## config.mk

```make
export PLATFORM = sky130hd
export DESIGN_NAME = mul_div_unit
export DESIGN_NICKNAME = d
export VERILOG_FILES = /design/src/rtl/mul_div_unit.sv
export SDC_FILE = /design/constraint.sdc
export NUM_CORES = 1
export LEC_CHECK = 0
export ABC_CLOCK_PERIOD_IN_PS = 4300
export BUFFER_PORTS_ARGS = -buffer_cell sky130_fd_sc_hd__clkbuf_2
export CAP_MARGIN = 20
export CELL_PAD_IN_SITES_DETAIL_PLACEMENT = 2
export CELL_PAD_IN_SITES_GLOBAL_PLACEMENT = 2
export CORE_MARGIN = 2
export CORE_UTILIZATION = 36
export DETAILED_ROUTE_END_ITERATION = 8
export GPL_ROUTABILITY_DRIVEN = 0
export PLACE_DENSITY_LB_ADDON = 0.25
export SETUP_SLACK_MARGIN = 0.1
export SYNTH_ARGS = -nofsm -noshare
export SYNTH_HDL_FRONTEND = slang
export SYNTH_SLANG_ARGS = --single-unit
```

## constraint.sdc

```tcl
create_clock -name clk -period 4.3 [get_ports clk]
set_input_delay 0.86 -clock clk [delete_from_list [all_inputs] [get_ports clk]]
set_output_delay 0.86 -clock clk [all_outputs]
set_load 0.01 [all_outputs]
```

## src/rtl/mul_div_unit.sv

```systemverilog
// mul_div_unit: multi-cycle 32x32 multiply / 32/32 divide engine that feeds the
// HI/LO register pair. It iterates one bit per cycle, using shift-add for
// multiply and restoring division for divide. The result appears on Ans with
// a one-cycle done strobe.
//
// Optional feature: define SIGNED_MD_EN to make op[1] select signed
// two's-complement operation. When the macro is undefined, op[1] is ignored.
//
// Ports:
//   clk       rising-edge clock
//   reset     asynchronous active-low reset
//   start     operation request, sampled only in IDLE
//   op        op[0]: 0 = multiply, 1 = divide; op[1]: signed select
//   a, b      multiplicand/dividend, multiplier/divisor
//   busy      high while in RUN or DONE
//   done      one-cycle strobe, Ans valid in the same cycle
//   div_zero  high with done when a divide had b == 0
//   Ans       multiply: full product; divide: {remainder, quotient}
module mul_div_unit #(
    parameter int unsigned WIDTH = 32,
    parameter int unsigned CNT_W = 6
) (
    input  logic                 clk,
    input  logic                 reset,
    input  logic                 start,
    input  logic [1:0]           op,
    input  logic [WIDTH-1:0]     a,
    input  logic [WIDTH-1:0]     b,
    output logic                 busy,
    output logic                 done,
    output logic                 div_zero,
    output logic [2*WIDTH-1:0]   Ans
);

    localparam int unsigned AW = 2 * WIDTH + 1;

    typedef enum logic [1:0] {
        IDLE = 2'd0,
        RUN  = 2'd1,
        DONE = 2'd2
    } state_t;

    state_t             state_q, state_d;
    logic [CNT_W-1:0]   cnt_q;
    logic [WIDTH-1:0]   opa_q;      // multiplicand, or dividend shifting out MSB-first
    logic [WIDTH-1:0]   opb_q;      // multiplier shifting out LSB-first, or divisor
    logic [AW-1:0]      acc_q;      // mul: {carry, hi, lo}; div: {0, rem, quo}
    logic               is_div_q;

    logic               accept_c;
    logic               dz_c;
    logic               last_c;
    logic [WIDTH-1:0]   a_mag_c;
    logic [WIDTH-1:0]   b_mag_c;
    logic [WIDTH:0]     mul_sum_c;
    logic [WIDTH:0]     rem_sh_c;
    logic [WIDTH:0]     trial_c;
    logic [AW-1:0]      acc_step_c;
    logic [WIDTH-1:0]   quo_c;
    logic [WIDTH-1:0]   rem_c;
    logic [2*WIDTH-1:0] prod_c;
    logic [2*WIDTH-1:0] res_c;

    assign accept_c = (state_q == IDLE) && start;
    assign dz_c     = op[0] && (b == '0);
    assign last_c   = (cnt_q == CNT_W'(WIDTH - 1));

`ifdef SIGNED_MD_EN
    logic a_neg_c, b_neg_c;
    logic neg_res_q;                // product/quotient sign
    logic neg_rem_q;                // remainder follows dividend sign

    assign a_neg_c = op[1] & a[WIDTH-1];
    assign b_neg_c = op[1] & b[WIDTH-1];
    assign a_mag_c = a_neg_c ? -a : a;
    assign b_mag_c = b_neg_c ? -b : b;

    // Sign bookkeeping captured at acceptance
    always_ff @(posedge clk or negedge reset) begin
        if (!reset) begin
            neg_res_q <= 1'b0;
            neg_rem_q <= 1'b0;
        end else if (accept_c) begin
            neg_res_q <= a_neg_c ^ b_neg_c;
            neg_rem_q <= a_neg_c;
        end
    end
`else
    logic unused_op_sign;

    assign a_mag_c        = a;
    assign b_mag_c        = b;
    assign unused_op_sign = op[1];
`endif

    // One shift-add or restoring-divide iteration
    always_comb begin
        mul_sum_c  = acc_q[AW-1:WIDTH] + {1'b0, (opb_q[0] ? opa_q : WIDTH'(0))};
        rem_sh_c   = {acc_q[2*WIDTH-1:WIDTH], opa_q[WIDTH-1]};
        trial_c    = rem_sh_c - {1'b0, opb_q};
        acc_step_c = '0;
        if (is_div_q) begin
            if (!trial_c[WIDTH]) begin
                acc_step_c = {1'b0, trial_c[WIDTH-1:0], acc_q[WIDTH-2:0], 1'b1};
            end else begin
                acc_step_c = {1'b0, rem_sh_c[WIDTH-1:0], acc_q[WIDTH-2:0], 1'b0};
            end
        end else begin
            acc_step_c = {mul_sum_c, acc_q[WIDTH-1:0]} >> 1;
        end
    end

    // Final result, sign-corrected when signed operation is enabled
    always_comb begin
        quo_c  = acc_step_c[WIDTH-1:0];
        rem_c  = acc_step_c[2*WIDTH-1:WIDTH];
        prod_c = acc_step_c[2*WIDTH-1:0];
`ifdef SIGNED_MD_EN
        if (neg_res_q) begin
            quo_c  = -acc_step_c[WIDTH-1:0];
            prod_c = -acc_step_c[2*WIDTH-1:0];
        end
        if (neg_rem_q) begin
            rem_c = -acc_step_c[2*WIDTH-1:WIDTH];
        end
`endif
        res_c = is_div_q ? {rem_c, quo_c} : prod_c;
    end

    // Next-state logic
    always_comb begin
        state_d = state_q;
        case (state_q)
            IDLE:    if (start) state_d = dz_c ? DONE : RUN;
            RUN:     if (last_c) state_d = DONE;
            DONE:    state_d = IDLE;
            default: state_d = IDLE;
        endcase
    end

    // State register
    always_ff @(posedge clk or negedge reset) begin
        if (!reset) begin
            state_q <= IDLE;
        end else begin
            state_q <= state_d;
        end
    end

    // Datapath and registered outputs
    always_ff @(posedge clk or negedge reset) begin
        if (!reset) begin
            cnt_q    <= '0;
            opa_q    <= '0;
            opb_q    <= '0;
            acc_q    <= '0;
            is_div_q <= 1'b0;
            busy     <= 1'b0;
            done     <= 1'b0;
            div_zero <= 1'b0;
            Ans      <= '0;
        end else begin
            busy     <= (state_d != IDLE);
            done     <= (state_d == DONE);
            div_zero <= accept_c && dz_c;
            case (state_q)
                IDLE: begin
                    if (start) begin
                        opa_q    <= a_mag_c;
                        opb_q    <= b_mag_c;
                        is_div_q <= op[0];
                        acc_q    <= '0;
                        cnt_q    <= '0;
                        if (dz_c) begin
                            Ans <= {a, {WIDTH{1'b1}}};
                        end
                    end
                end
                RUN: begin
                    acc_q <= acc_step_c;
                    cnt_q <= cnt_q + CNT_W'(1);
                    if (is_div_q) begin
                        opa_q <= opa_q << 1;
                    end else begin
                        opb_q <= opb_q >> 1;
                    end
                    if (last_c) begin
                        Ans <= res_c;
                    end
                end
                default: ;
            endcase
        end
    end

endmodule

```

# == Word-level counts from Yosys, hierarchy flattened ==
# Cells that the tools add are included.
# word_totals
ff_bits,205
inputBits,69
elab_cells,54
# op_classes
addsub,3
n_eq_ne,8
mux,21
reduce_logical,12
# ops
operator,count
2-to-1 mux 64 bit,5
2-to-1 mux 32 bit,5
one-hot mux 65 bit (2 select lines),1
one-hot mux 32 bit (2 select lines),2
one-hot mux 64 bit (2 select lines),1
2-to-1 mux 65 bit,1
adder 33 x 32 -> 33 bit,1
subtractor 33 x 32 -> 33 bit,1
logical NOT 32 bit,1
one-hot mux 6 bit (2 select lines),1
"inequality test 2 bit, second input constant",5
"adder 6 x 1 -> 6 bit, second input constant",1
"== test 6 x 5 -> 1 bit, second input constant",1
2-to-1 mux 2 bit,3
2-to-1 mux 6 bit,1
AND reduction 3 bit,2
one-hot mux 2 bit (2 select lines),1
AND reduction 2 bit,2
AND reduction 4 bit,1
nonzero test 2 bit,2
logical AND 1 bit,3
"== test 2 x 1 -> 1 bit, second input constant",1
"== test 2 bit, second input constant",1
logical NOT 2 bit,1

# == Longest topological paths before layout ==
# Gate-level depths: netlist of the first run.
# logic_depth
word_depth,6
depth_mapped,16
mapped_depth_nobuf,14

# == Worst setup path before layout of the first run ==
# OpenSTA, ideal clock, no wires.
# synth_timing
kind,reg-to-reg
from,register opb_q[0]
to,register Ans[61]
setup_ns,0.141
arrival_time_ns,3.072
required_time_ns,4.159
setup_slack_ns,1.087
path_stages_with_launch,14
path_buffers,0
period_less_slack_ns,3.213
cell_sequence,dfrtp_1 > and2_1 > ha_1 > fa_1 > a21oi_2 > o211ai_1 > a31oi_1 > o21ai_2 > a31o_2 > a311o_1 > a21o_1 > xor2_1 > a22oi_1 > a31oi_1
# synth_between
elab_chain_cells,5
word_cells_on_any_way,7
classes_between,add/sub: 2; mux: 5
# synth_rtl
element,line,rtl
"start, declared",46,logic [WIDTH-1:0] opb_q;
"start signal, assigned",170,opb_q <= b_mag_c;
"start signal, assigned",185,opb_q <= opb_q >> 1;
2-to-1 mux 32 bit / subtractor 33 x 32 -> 33 bit (equally long branches),"98, 100",
adder 33 x 32 -> 33 bit / 2-to-1 mux 64 bit (equally long branches),"98, 103",
2-to-1 mux 64 bit (*),102,if (is_div_q) begin
2-to-1 mux 64 bit (*),187,if (last_c) begin
one-hot mux 64 bit (2 select lines) (*),166,case (state_q)
"end signal, assigned",175,"Ans <= {a, {WIDTH{1'b1}}};"
"end signal, assigned",188,Ans <= res_c;
"end, declared",32,output logic [2*WIDTH-1:0] Ans
# Every way passes the cells marked *; elsewhere a longest branch is shown, timed or not. The select of a mux whose other input is x is not followed.
# A chain may end at the register's enable or synchronous reset.

# == Worst setup path in the final report of the first run ==
# layout_timing
from,register opb_q[0]
to,register acc_q[36]
# layout_between
elab_chain_cells,4
word_cells_on_any_way,6
classes_between,add/sub: 2; mux: 4
# layout_rtl
element,line,rtl
2-to-1 mux 32 bit / subtractor 33 x 32 -> 33 bit (equally long branches),"98, 100",
adder 33 x 32 -> 33 bit / 2-to-1 mux 64 bit (equally long branches),"98, 103",
2-to-1 mux 64 bit (*),102,
one-hot mux 65 bit (2 select lines) (*),166,
"end signal, assigned",180,acc_q <= acc_step_c;
"end, declared",47,logic [AW-1:0] acc_q;
# Every way passes the cells marked *; elsewhere a longest branch is shown, timed or not.

==> results.py, run 1 <==
metrics = {
    "run_status": {
        "status": "completed",
    },
    "finish": {
        "final_nets": 1769,
        "fillers": 3994,
        "fin_cells": 2112,
        "final_util": 0.423,
        "syn_to_final_growth_pct": 16.7,
        "layout-drive-gt1-share": 0.144,
    },
    "synthesis": {
        "synth_edf_count": 0,
        "syn_avg_cell_area_um2": 8.36,
        "syn_inst": 1529,
        "yosysUniqueCellTypes": 75,
        "synth_area_um2": 12800,
        "async_flop_share": 1.00,
        "ys_seq_area_frac": 0.399,
        "synth_nets": 1666,
        "synth_flop_cell": "dfrtp_1",
        "postSynthRegisterBits": 204,
        "yosys_warnings": 0,
    },
    "timing": {
        "hold_viol_final": 0,
        "setup_viol": 0,
        "fmax_ghz": 0.252,
        "setup_tns_ps": 0,
        "slew_headroom": 0.377,
        "drv_slew": 0,
        "worst_slack_ps": 332,
        "rsz0062_at_grt": "yes",
        "worst_pin_slew_ps": 927,
        "fin_skew_ps": 13.2,
        "final.period_utilization": 0.923,
        "fin_crit_ps": 3970,
    },
    "floorplanning": {
        "die_area_um2": 37000,
        "die-height_um": 192,
        "io-pin-count": 136,
        "dieWidth_um": 192,
        "start_util": 0.363,
        "fp.coreArea_um2": 35200,
        "rows": 69,
    },
    "global_routing": {
        "antenna_found_initial": 0,
        "grt_max_degree": 99,
        "grt_pass1_wl_um": 73500,
        "grt_usage": 0.252,
        "grt_pass1_vias": 13200,
        "grt_overflow": 0,
    },
    "setup_path": {
        "reg2regPathDepth": 13,
        "worst-path-stages": 13,
        "critPathMaxStageDelay_ps": 490,
        "arrival_ps": 4370,
        "start_kind": "register",
        "crit_path_end_kind": "register",
        "cp_max_fo": 19,
        "critPathKind": "reg2reg",
        "critPathTopFamily": "compound AO/OA/AOI/OAI gates",
        "critPathBufInv": 2,
        "slowest_stage": "dfrtp_1",
        "worstPathCellList": "ha_1 > inv_1 > fa_1 > a211oi_2 > o21ai_2 > o2111ai_2 > nand4_1 > a31oi_4 > xnor2_2 > buf_4 > mux2_2 > a21oi_1 > o21ai_0",
        "required_ps": 4700,
    },
    "drt": {
        "via_per_inst": 5.65,
        "drc": 0,
        "routed_wl_um": 46500,
        "drt_iter0_drc": 500,
        "ant_nets": 0,
        "via_count": 11900,
        "wire_per_inst_um": 22.0,
        "drtPass1Iterations": 4,
    },
    "clock_tree": {
        "cts_hold_buf": 0,
        "cts_setup_buffers": 0,
        "clk_pin_slew_ps": 60,
        "cts_buffers": 26,
        "postCtsResizedCells": 0,
        "clock_tree.buffer_depth": 3,
        "htreeDepth": 1,
        "root_buffer": "clkbuf_16",
        "clk_latency_ps": 540,
        "clock-sinks": 204,
        "cts_tree": "built",
    },
    "place": {
        "dp_hpwl_um": 34100,
        "io_buffers": 134,
        "placed_cells": 2065,
        "dp_slack_ps": 288,
    },
    "flow_run": {
        "max_cap_viol_count": 0,
    },
    "pwr": {
        "power_frac_seq": 0.256,
        "ir_drop_mv": 0.400,
        "power.density_nw_per_um2": 933,
        "p_leak_nw": 7.22,
        "combPwrFrac": 0.580,
        "power_switching_mw": 6.63,
        "p_sw_frac": 0.476,
        "p_clk_frac": 0.163,
        "intPower_mw": 7.28,
    },
    "min_path": {
        "hold_path.class": "in2async",
    },
}
power by group through the flow:
stage	Sequential (mW)	Clock, mW	Combinational, mW
after floorplan	3.38	0	5.56
after global placement	3.54	0	7.60
after detailed placement	3.59	0	7.97
after CTS	3.57	2.34	8.09
after global routing	3.68	2.41	8.94
final	3.56	2.27	8.07
sequential cells by signal (all words and copies together) (netlist names):
register  cells
state_q       2
acc_q        64
done          1
opb_q        32
busy          1
is_div_q      1
div_zero      1
opa_q        32
cnt_q         6
Ans          64
cell usage in the layout, fill, tap and decap left out, types with 5 or more instances in the layout:
cell type | synthesis | routed
o22ai_1 | 7 | 7
xor2_1 | 25 | 25
ha_1 | 66 | 66
nand4_1 | 13 | 13
inv_1 | 52 | 52
nand2_1 | 244 | 244
a211oi_1 | 39 | 39
o21a_1 | 9 | 9
xnor2_1 | 30 | 30
nand3_1 | 14 | 14
o211ai_1 | 12 | 12
o21ai_1 | 20 | 20
a21oi_1 | 133 | 132
nor2_1 | 163 | 161
o21ai_0 | 61 | 61
and3_1 | 12 | 12
clkbuf_8 | 0 | 8
mux2i_1 | 19 | 19
dfrtp_1 | 204 | 203
nand2b_1 | 7 | 6
nor3_1 | 39 | 39
nor4_1 | 8 | 7
clkbuf_16 | 0 | 27
a21o_1 | 58 | 58
clkbuf_2 | 0 | 133
or3_1 | 5 | 5
buf_4 | 2 | 22
a31oi_1 | 60 | 59
nor2b_1 | 35 | 34
and2_1 | 34 | 34
layout make-up:
cell class / instances / area [um2] / area share
Sequential cell: 204 / 5110 / 0.342
Antenna cell: 1 / 2.50 / 0.000168
Clock buffer: 39 / 801 / 0.0537
Timing Repair Buffer: 160 / 926 / 0.0621
Tap cell: 461 / 577 / 0.0387
Clock inverter: 7 / 92.6 / 0.00621
Multi-Input combinational cell: 1187 / 7210 / 0.483
Inverter: 53 / 200 / 0.0134
path summary, 6_finish.rpt:
check	from	endpoint	slack (ps)
hold reg to reg	Ans[39]$_DFFE_PN0P_	Ans[39]$_DFFE_PN0P_	490
max in group asynchronous	reset	acc_q[42]$_DFFE_PN0P_	2980
hold / removal	reset	opb_q[27]$_DFFE_PN0P_	280
min in group clk	Ans[39]$_DFFE_PN0P_	Ans[39]$_DFFE_PN0P_	490
setup / recovery	opb_q[0]$_DFFE_PN0P_	acc_q[36]$_DFFE_PN0P_	330
setup reg to reg	opb_q[0]$_DFFE_PN0P_	acc_q[36]$_DFFE_PN0P_	330
kinds of logic (layout without fill, tap and decap cells):
family / count (synthesis) / count (layout) / share of synthesized area
xor+xnor: 57 / 57 / 0.0402
buf+inv: 138 / 259 / 0.0424
other cells: 0 / 1 / 0
simple gates: 584 / 584 / 0.203
flops: 204 / 204 / 0.399
compound gates: 455 / 455 / 0.229
mux: 23 / 23 / 0.0184
fa+ha+maj: 68 / 68 / 0.0677
metrics by stage:
step / area (um2) / power [mW] / hold WS [ps]
3_3_place_gp: 14000 / 11.1 / 472
6_report: 14900 / 13.9 / 276
3_5_place_dp: 14000 / 11.6 / 480
5_1_grt: 14900 / 15.0 / 312
4_1_cts: 14900 / 14.0 / 302
2_1_floorplan: 12800 / 8.93 / 426
synth_stat cells (5+ instances only):
library cell / number / area [um2]
nor3_1: 39 / 195
o21a_1: 9 / 67.6
inv_1: 52 / 195
nand2_1: 244 / 916
or3_1: 5 / 31.3
a211oi_1: 39 / 293
mux2i_1: 19 / 190
a31oi_1: 60 / 375
and2_1: 34 / 213
a21o_1: 58 / 435
o211ai_1: 12 / 90.1
o21ai_1: 20 / 100
and3_1: 12 / 75.1
nand4_1: 13 / 81.3
o22ai_1: 7 / 43.8
nor2_1: 163 / 612
nand3_1: 14 / 70.1
dfrtp_1: 204 / 5100
buf_1: 9 / 33.8
buf_2: 7 / 35.0
nor4_1: 8 / 50.1
o21ai_0: 61 / 305
xnor2_1: 30 / 263
a21oi_1: 133 / 666
xor2_1: 25 / 219
nand2b_1: 7 / 43.8
nor2b_1: 35 / 219
ha_1: 66 / 826
clkbuf_1: 66 / 248
routing by layer:
| layer | up-vias | wire length, um | GRT usage |
|---|---|---|---|
| met2 | 154 | 24000 | 0.462 |
| li1 | 5598 | - | - |
| met1 | 6106 | 20000 | 0.310 |
| met4 | 0 | 1530 | 0.0802 |
| met3 | 78 | 973 | 0.0222 |
| met5 | - | 0 | 0 |
worst register-to-register path, cell delays in order (launching register included):
cell	delay (ps)
dfrtp_1	490
ha_1	230
inv_1	60
fa_1	440
a211oi_2	250
o21ai_2	140
o2111ai_2	250
nand4_1	270
a31oi_4	310
xnor2_2	220
buf_4	330
mux2_2	390
a21oi_1	300
o21ai_0	140
(Power assumes the default switching activity.)
==> run 2, diff against run 1 <==
ABC_CLOCK_PERIOD_IN_PS = 4740   (was 4300)
CORE_UTILIZATION = 39   (was 36)
clock period = 4.74 ns   (was 4.3 ns; I/O delays follow)
==> run 2 against run 1 <==
Global-route usage up 2.4 points. Largest cell class unchanged. Combinational power down 11%. Critical endpoint is now Ans[61]$_DFFE_PN0P_. Die area down 7.5%. Flip-flop and latch count unchanged. First-iteration DRC count up 14%.
==> results.py, run 2 (synthesis gave the netlist of run 1 again) <==
metrics = {
    "run_status": {
        "status": "completed",
    },
    "finish": {
        "layout-drive-gt1-share": 0.137,
        "final_nets": 1764,
        "fin_cells": 2084,
        "final_common_cell": "nand2_1",
        "final_util": 0.456,
        "antenna_cells": 0,
        "fillers": 3651,
        "syn_to_final_growth_pct": 15.4,
        "fin_area_um2": 14700,
        "final_cell_mix": "nand2_1 (244), dfrtp_1 (203), nor2_1 (161), clkbuf_2 (133), a21oi_1 (132)",
        "reg_top3": "Ans x64, acc_q x64",
    },
    "timing": {
        "setup_tns_ps": 0,
        "setup_viol": 0,
        "worst_slack_ps": 730,
        "drv_slew": 0,
        "hold_viol_final": 0,
        "rsz0062_at_grt": "no",
        "worst_pin_slew_ps": 824,
        "fin_crit_ps": 4010,
        "fin_skew_ps": 17.6,
        "whs_ps": 470,
        "fmax_ghz": 0.249,
        "slew_headroom": 0.451,
        "final.period_utilization": 0.846,
    },
    "setup_path": {
        "arrival_ps": 4380,
        "crit_path_end_kind": "register",
        "cp_max_fo": 6,
        "start_kind": "register",
        "required_ps": 5110,
        "critPathKind": "reg2reg",
    },
    "floorplanning": {
        "rows": 66,
        "io-pin-count": 136,
        "die_area_um2": 34200,
        "die-height_um": 185,
        "fp.coreArea_um2": 32400,
        "dieWidth_um": 185,
        "start_util": 0.395,
    },
    "drt": {
        "via_per_inst": 5.76,
        "drc": 0,
        "drtPass1Iterations": 4,
        "routed_wl_um": 46500,
        "ant_nets": 0,
        "wire_per_inst_um": 22.3,
        "drt_iter0_drc": 569,
        "via_count": 12000,
    },
    "global_routing": {
        "use_met3": 0.0291,
        "antenna_found_initial": 0,
        "grt_overflow": 0,
        "gr-usage-met2": 0.504,
        "grt_max_degree": 101,
        "grt_pass1_wl_um": 74300,
        "busiest_layer": "met2",
        "met1_usage": 0.330,
        "grt_usage": 0.276,
        "grt_pass1_vias": 13500,
    },
    "clock_tree": {
        "root_buffer": "clkbuf_16",
        "clk_pin_slew_ps": 60,
        "postCtsResizedCells": 0,
        "cts_buffers": 25,
        "cts_setup_buffers": 0,
        "cts_hold_buf": 0,
        "cts_tree": "built",
        "htreeDepth": 1,
        "clock_tree.buffer_depth": 3,
        "clock-sinks": 204,
        "clk_latency_ps": 540,
    },
    "flow_run": {
        "max_cap_viol_count": 0,
    },
    "place": {
        "placed_cells": 2042,
        "io_buffers": 134,
        "dpl_cell_area_um2": 13900,
        "dp_slack_ps": 821,
        "dp_hpwl_um": 33200,
    },
    "pwr": {
        "ir_drop_mv": 0.404,
        "p_leak_nw": 7.17,
        "power.density_nw_per_um2": 843,
        "p_total_mw": 12.4,
    },
    "min_path": {
        "hold_path.class": "in2async",
    },
}
## run 2: cell types whose count changed in the layout (fill, tap and decap cells not counted), sizes merged
cell	delta
buf	-5
clkinvlp	-2
clkbuf	-1
diode	-1
## run 2: metal layers
layer | part of all wire | wire, um
met1 | 0.41 | 19000
met2 | 0.52 | 24100
met3 | 0.032 | 1510
met4 | 0.043 | 1990
met5 | 0 | 0
## run 2: path summary, 6_finish.rpt
check	startpoint	end	slack, ps	depth (start not counted)
min reg2reg	Ans[40]$_DFFE_PN0P_	Ans[40]$_DFFE_PN0P_	500	2
max in group asynchronous	reset	Ans[0]$_DFFE_PN0P_	3180	2
max	opb_q[0]$_DFFE_PN0P_	Ans[61]$_DFFE_PN0P_	730	13
min in group clk	Ans[40]$_DFFE_PN0P_	Ans[40]$_DFFE_PN0P_	500	2
max reg2reg	opb_q[0]$_DFFE_PN0P_	Ans[61]$_DFFE_PN0P_	730	13
min	reset	acc_q[57]$_DFFE_PN0P_	470	1
## run 2: power breakdown
| part | switching, mW | internal (mW) | total (mW) | leakage, nW |
|---|---|---|---|---|
| registers | 0.754 | 2.50 | 3.25 | 2.51 |
| logic | 4.47 | 2.74 | 7.22 | 4.26 |
| clock network | 0.780 | 1.18 | 1.96 | 0.401 |
## run 2: area by class of cell
| type | count | area [um2] | area share |
|---|---|---|---|
| clock buffers | 37 | 741 | 0.0502 |
| clock inverters | 5 | 77.6 | 0.00526 |
| inverters | 53 | 200 | 0.0136 |
| multi-input cells | 1187 | 7180 | 0.487 |
| flip-flops and latches | 204 | 5110 | 0.346 |
| well taps | 442 | 553 | 0.0375 |
| repair buffers | 156 | 895 | 0.0607 |
## run 2: worst max-delay path, stage by stage (launching register included)
cell      delay, ps
dfrtp_1         480
and2_1          230
ha_1            230
fa_1            470
a21oi_2         190
o211ai_1        100
a31oi_1         440
o21ai_2         210
a31o_2          310
a311o_1         370
a21o_1          210
xor2_1          150
a22oi_1         320
a31oi_1         130
==> run 3, diff against run 2 <==
ABC_CLOCK_PERIOD_IN_PS = 3800   (was 4740)
CORE_UTILIZATION = 36   (was 39)
clock period = 3.8 ns   (was 4.74 ns; I/O delays follow)
==> run 3 against run 2 <==
Flip-flop and latch count unchanged. Combinational power increased by 44%. Via count increased by 0.94%. Final area increased by 3.7%. Die area increased by 8.1%. Critical path type unchanged. Critical endpoint is now Ans[63]$_DFFE_PN0P_. Largest power group unchanged.
==> results.py, run 3 (synthesis gave the netlist of run 1 again) <==
metrics = {
    "min_path": {
        "hold_path.class": "in2async",
    },
    "floorplanning": {
        "die-height_um": 192,
        "io-pin-count": 136,
        "fp.coreArea_um2": 35200,
        "dieWidth_um": 192,
        "die_area_um2": 37000,
        "start_util": 0.363,
        "rows": 69,
    },
    "clock_tree": {
        "clock-sinks": 204,
        "clk_latency_ps": 560,
        "cts_hold_buf": 0,
        "cts_tree": "built",
        "root_buffer": "clkbuf_16",
        "htreeDepth": 1,
        "cts_buffers": 26,
        "clk_pin_slew_ps": 60,
        "clock_tree.buffer_depth": 3,
    },
    "global_routing": {
        "antenna_found_initial": 0,
        "grt_pass1_vias": 13200,
        "grt_overflow": 0,
        "grt_usage": 0.254,
        "grt_max_degree": 108,
        "grt_pass1_wl_um": 74100,
    },
    "pwr": {
        "p_leak_nw": 7.37,
        "power_switching_mw": 8.03,
        "ir_drop_mv": 0.472,
        "p_clk_frac": 0.145,
        "intPower_mw": 8.85,
        "power.density_nw_per_um2": 1100,
        "power_frac_seq": 0.239,
        "p_sw_frac": 0.476,
        "combPwrFrac": 0.616,
    },
    "setup_path": {
        "start_kind": "register",
        "arrival_ps": 4030,
        "rrSetupSlack_ps": 200,
        "critPathKind": "reg2reg",
        "required_ps": 4230,
        "crit_path_end_kind": "register",
        "cp_max_fo": 31,
    },
    "drt": {
        "via_per_inst": 5.68,
        "routed_wl_um": 47900,
        "via_count": 12100,
        "ant_nets": 0,
        "drt_iter0_drc": 502,
        "drtPass1Iterations": 4,
        "drc": 0,
        "wire_per_inst_um": 22.5,
    },
    "finish": {
        "syn_to_final_growth_pct": 19.6,
        "fillers": 3959,
        "final_common_cell": "nand2_1",
        "final_util": 0.434,
        "final_cell_mix": "nand2_1 (242), dfrtp_1 (202), nor2_1 (160), clkbuf_2 (133), a21oi_1 (121)",
        "final_nets": 1790,
        "multi_input_area_um2": 7370,
        "final-seq-area_um2": 5110,
        "layout-drive-gt1-share": 0.170,
        "reg_top3": "Ans x64, acc_q x64",
        "fin_cells": 2132,
    },
    "place": {
        "placed_cells": 2072,
        "io_buffers": 134,
        "dp_hpwl_um": 33100,
    },
    "timing": {
        "fin_skew_ps": 15.4,
        "final.period_utilization": 0.947,
        "hold_viol_final": 0,
        "fin_crit_ps": 3600,
        "rsz0062_at_grt": "yes",
        "drv_slew": 0,
        "fmax_ghz": 0.278,
        "slew_headroom": 0.230,
        "worst_pin_slew_ps": 1160,
        "setup_viol": 0,
    },
    "run_status": {
        "status": "completed",
    },
    "flow_run": {
        "max_cap_viol_count": 0,
    },
}
==> run 3: changes by cell type in the layout (fill, tap and decap cells not counted), moves of 3 or more <==
cell | before | now
a21oi_1 | 132 | 121
a21oi_2 | 2 | 13
a31oi_1 | 60 | 54
a31oi_2 | 1 | 6
buf_12 | 4 | 7
buf_4 | 18 | 34
clkbuf_16 | 25 | 29
==> run 3: through the flow <==
step	setup TNS, ps	total power, mW	worst slack, ps	instance area [um2]	hold WS (ps)
6_report	0	16.9	201	15300	255
4_1_cts	0	16.0	70.2	14900	269
3_5_place_dp	0	13.2	83.2	14100	480
3_3_place_gp	0	12.7	184	14100	468
2_1_floorplan	0	10.1	587	12800	426
5_1_grt	-3.34	18.2	-2.78	15300	303
==> run 3: worst paths after layout <==
kind | start | to | depth (start not counted)
min in group clk | b[27] | opb_q[27]$_DFFE_PN0P_ | 3
hold / removal | reset | opb_q[28]$_DFFE_PN0P_ | 1
setup reg to reg | opb_q[0]$_DFFE_PN0P_ | Ans[63]$_DFFE_PN0P_ | 13
hold reg to reg | Ans[0]$_DFFE_PN0P_ | Ans[0]$_DFFE_PN0P_ | 2
max in group asynchronous | reset | acc_q[26]$_DFFE_PN0P_ | 2
setup / recovery | opb_q[0]$_DFFE_PN0P_ | Ans[63]$_DFFE_PN0P_ | 13
==> run 3: layer usage <==
metal  GRT usage  up-vias  part of all wire
li1            -     5640                 -
met1       0.321     6189              0.43
met2       0.456      200              0.51
met3      0.0256       85             0.029
met4      0.0775        0             0.034
met5           0        -                 0
==> run 3: layout make-up <==
class                           instances  area share
Antenna cell                            1    0.000164
Clock buffer                           39      0.0497
Clock inverter                          6     0.00458
Inverter                               53      0.0131
Multi-Input combinational cell       1187       0.482
Sequential cell                       204       0.334
Tap cell                              461      0.0377
Timing Repair Buffer                  181      0.0789
==> run 3: power by group through the flow <==
stage / Combinational (mW) / Sequential (mW) / Clock, mW
detailed placement: 9.13 / 4.04 / 0
floorplan: 6.29 / 3.82 / 0
global route: 11.4 / 4.17 / 2.60
global placement: 8.76 / 3.98 / 0
CTS: 9.49 / 4.03 / 2.51
finish: 10.4 / 4.03 / 2.46
==> run 3: what timing repair did <==
item	CTS	global route
cloned	1	3
hold endpoints to repair	0	0
endpoints found under the setup margin	7	56
resized for setup	5	39
buffers inserted	0	9
pin swaps	6	25
==> run 3: worst max-delay path, stage by stage (launching register included) <==
cell      delay [ps]
dfrtp_2          450
buf_6            200
and2_1           180
ha_1             370
a21o_1           210
a21o_1           200
a221oi_4         280
o22ai_1          140
a31o_2           280
a311o_1          360
a21o_1           210
a31oi_1          210
a311oi_2         100
o22a_1           260
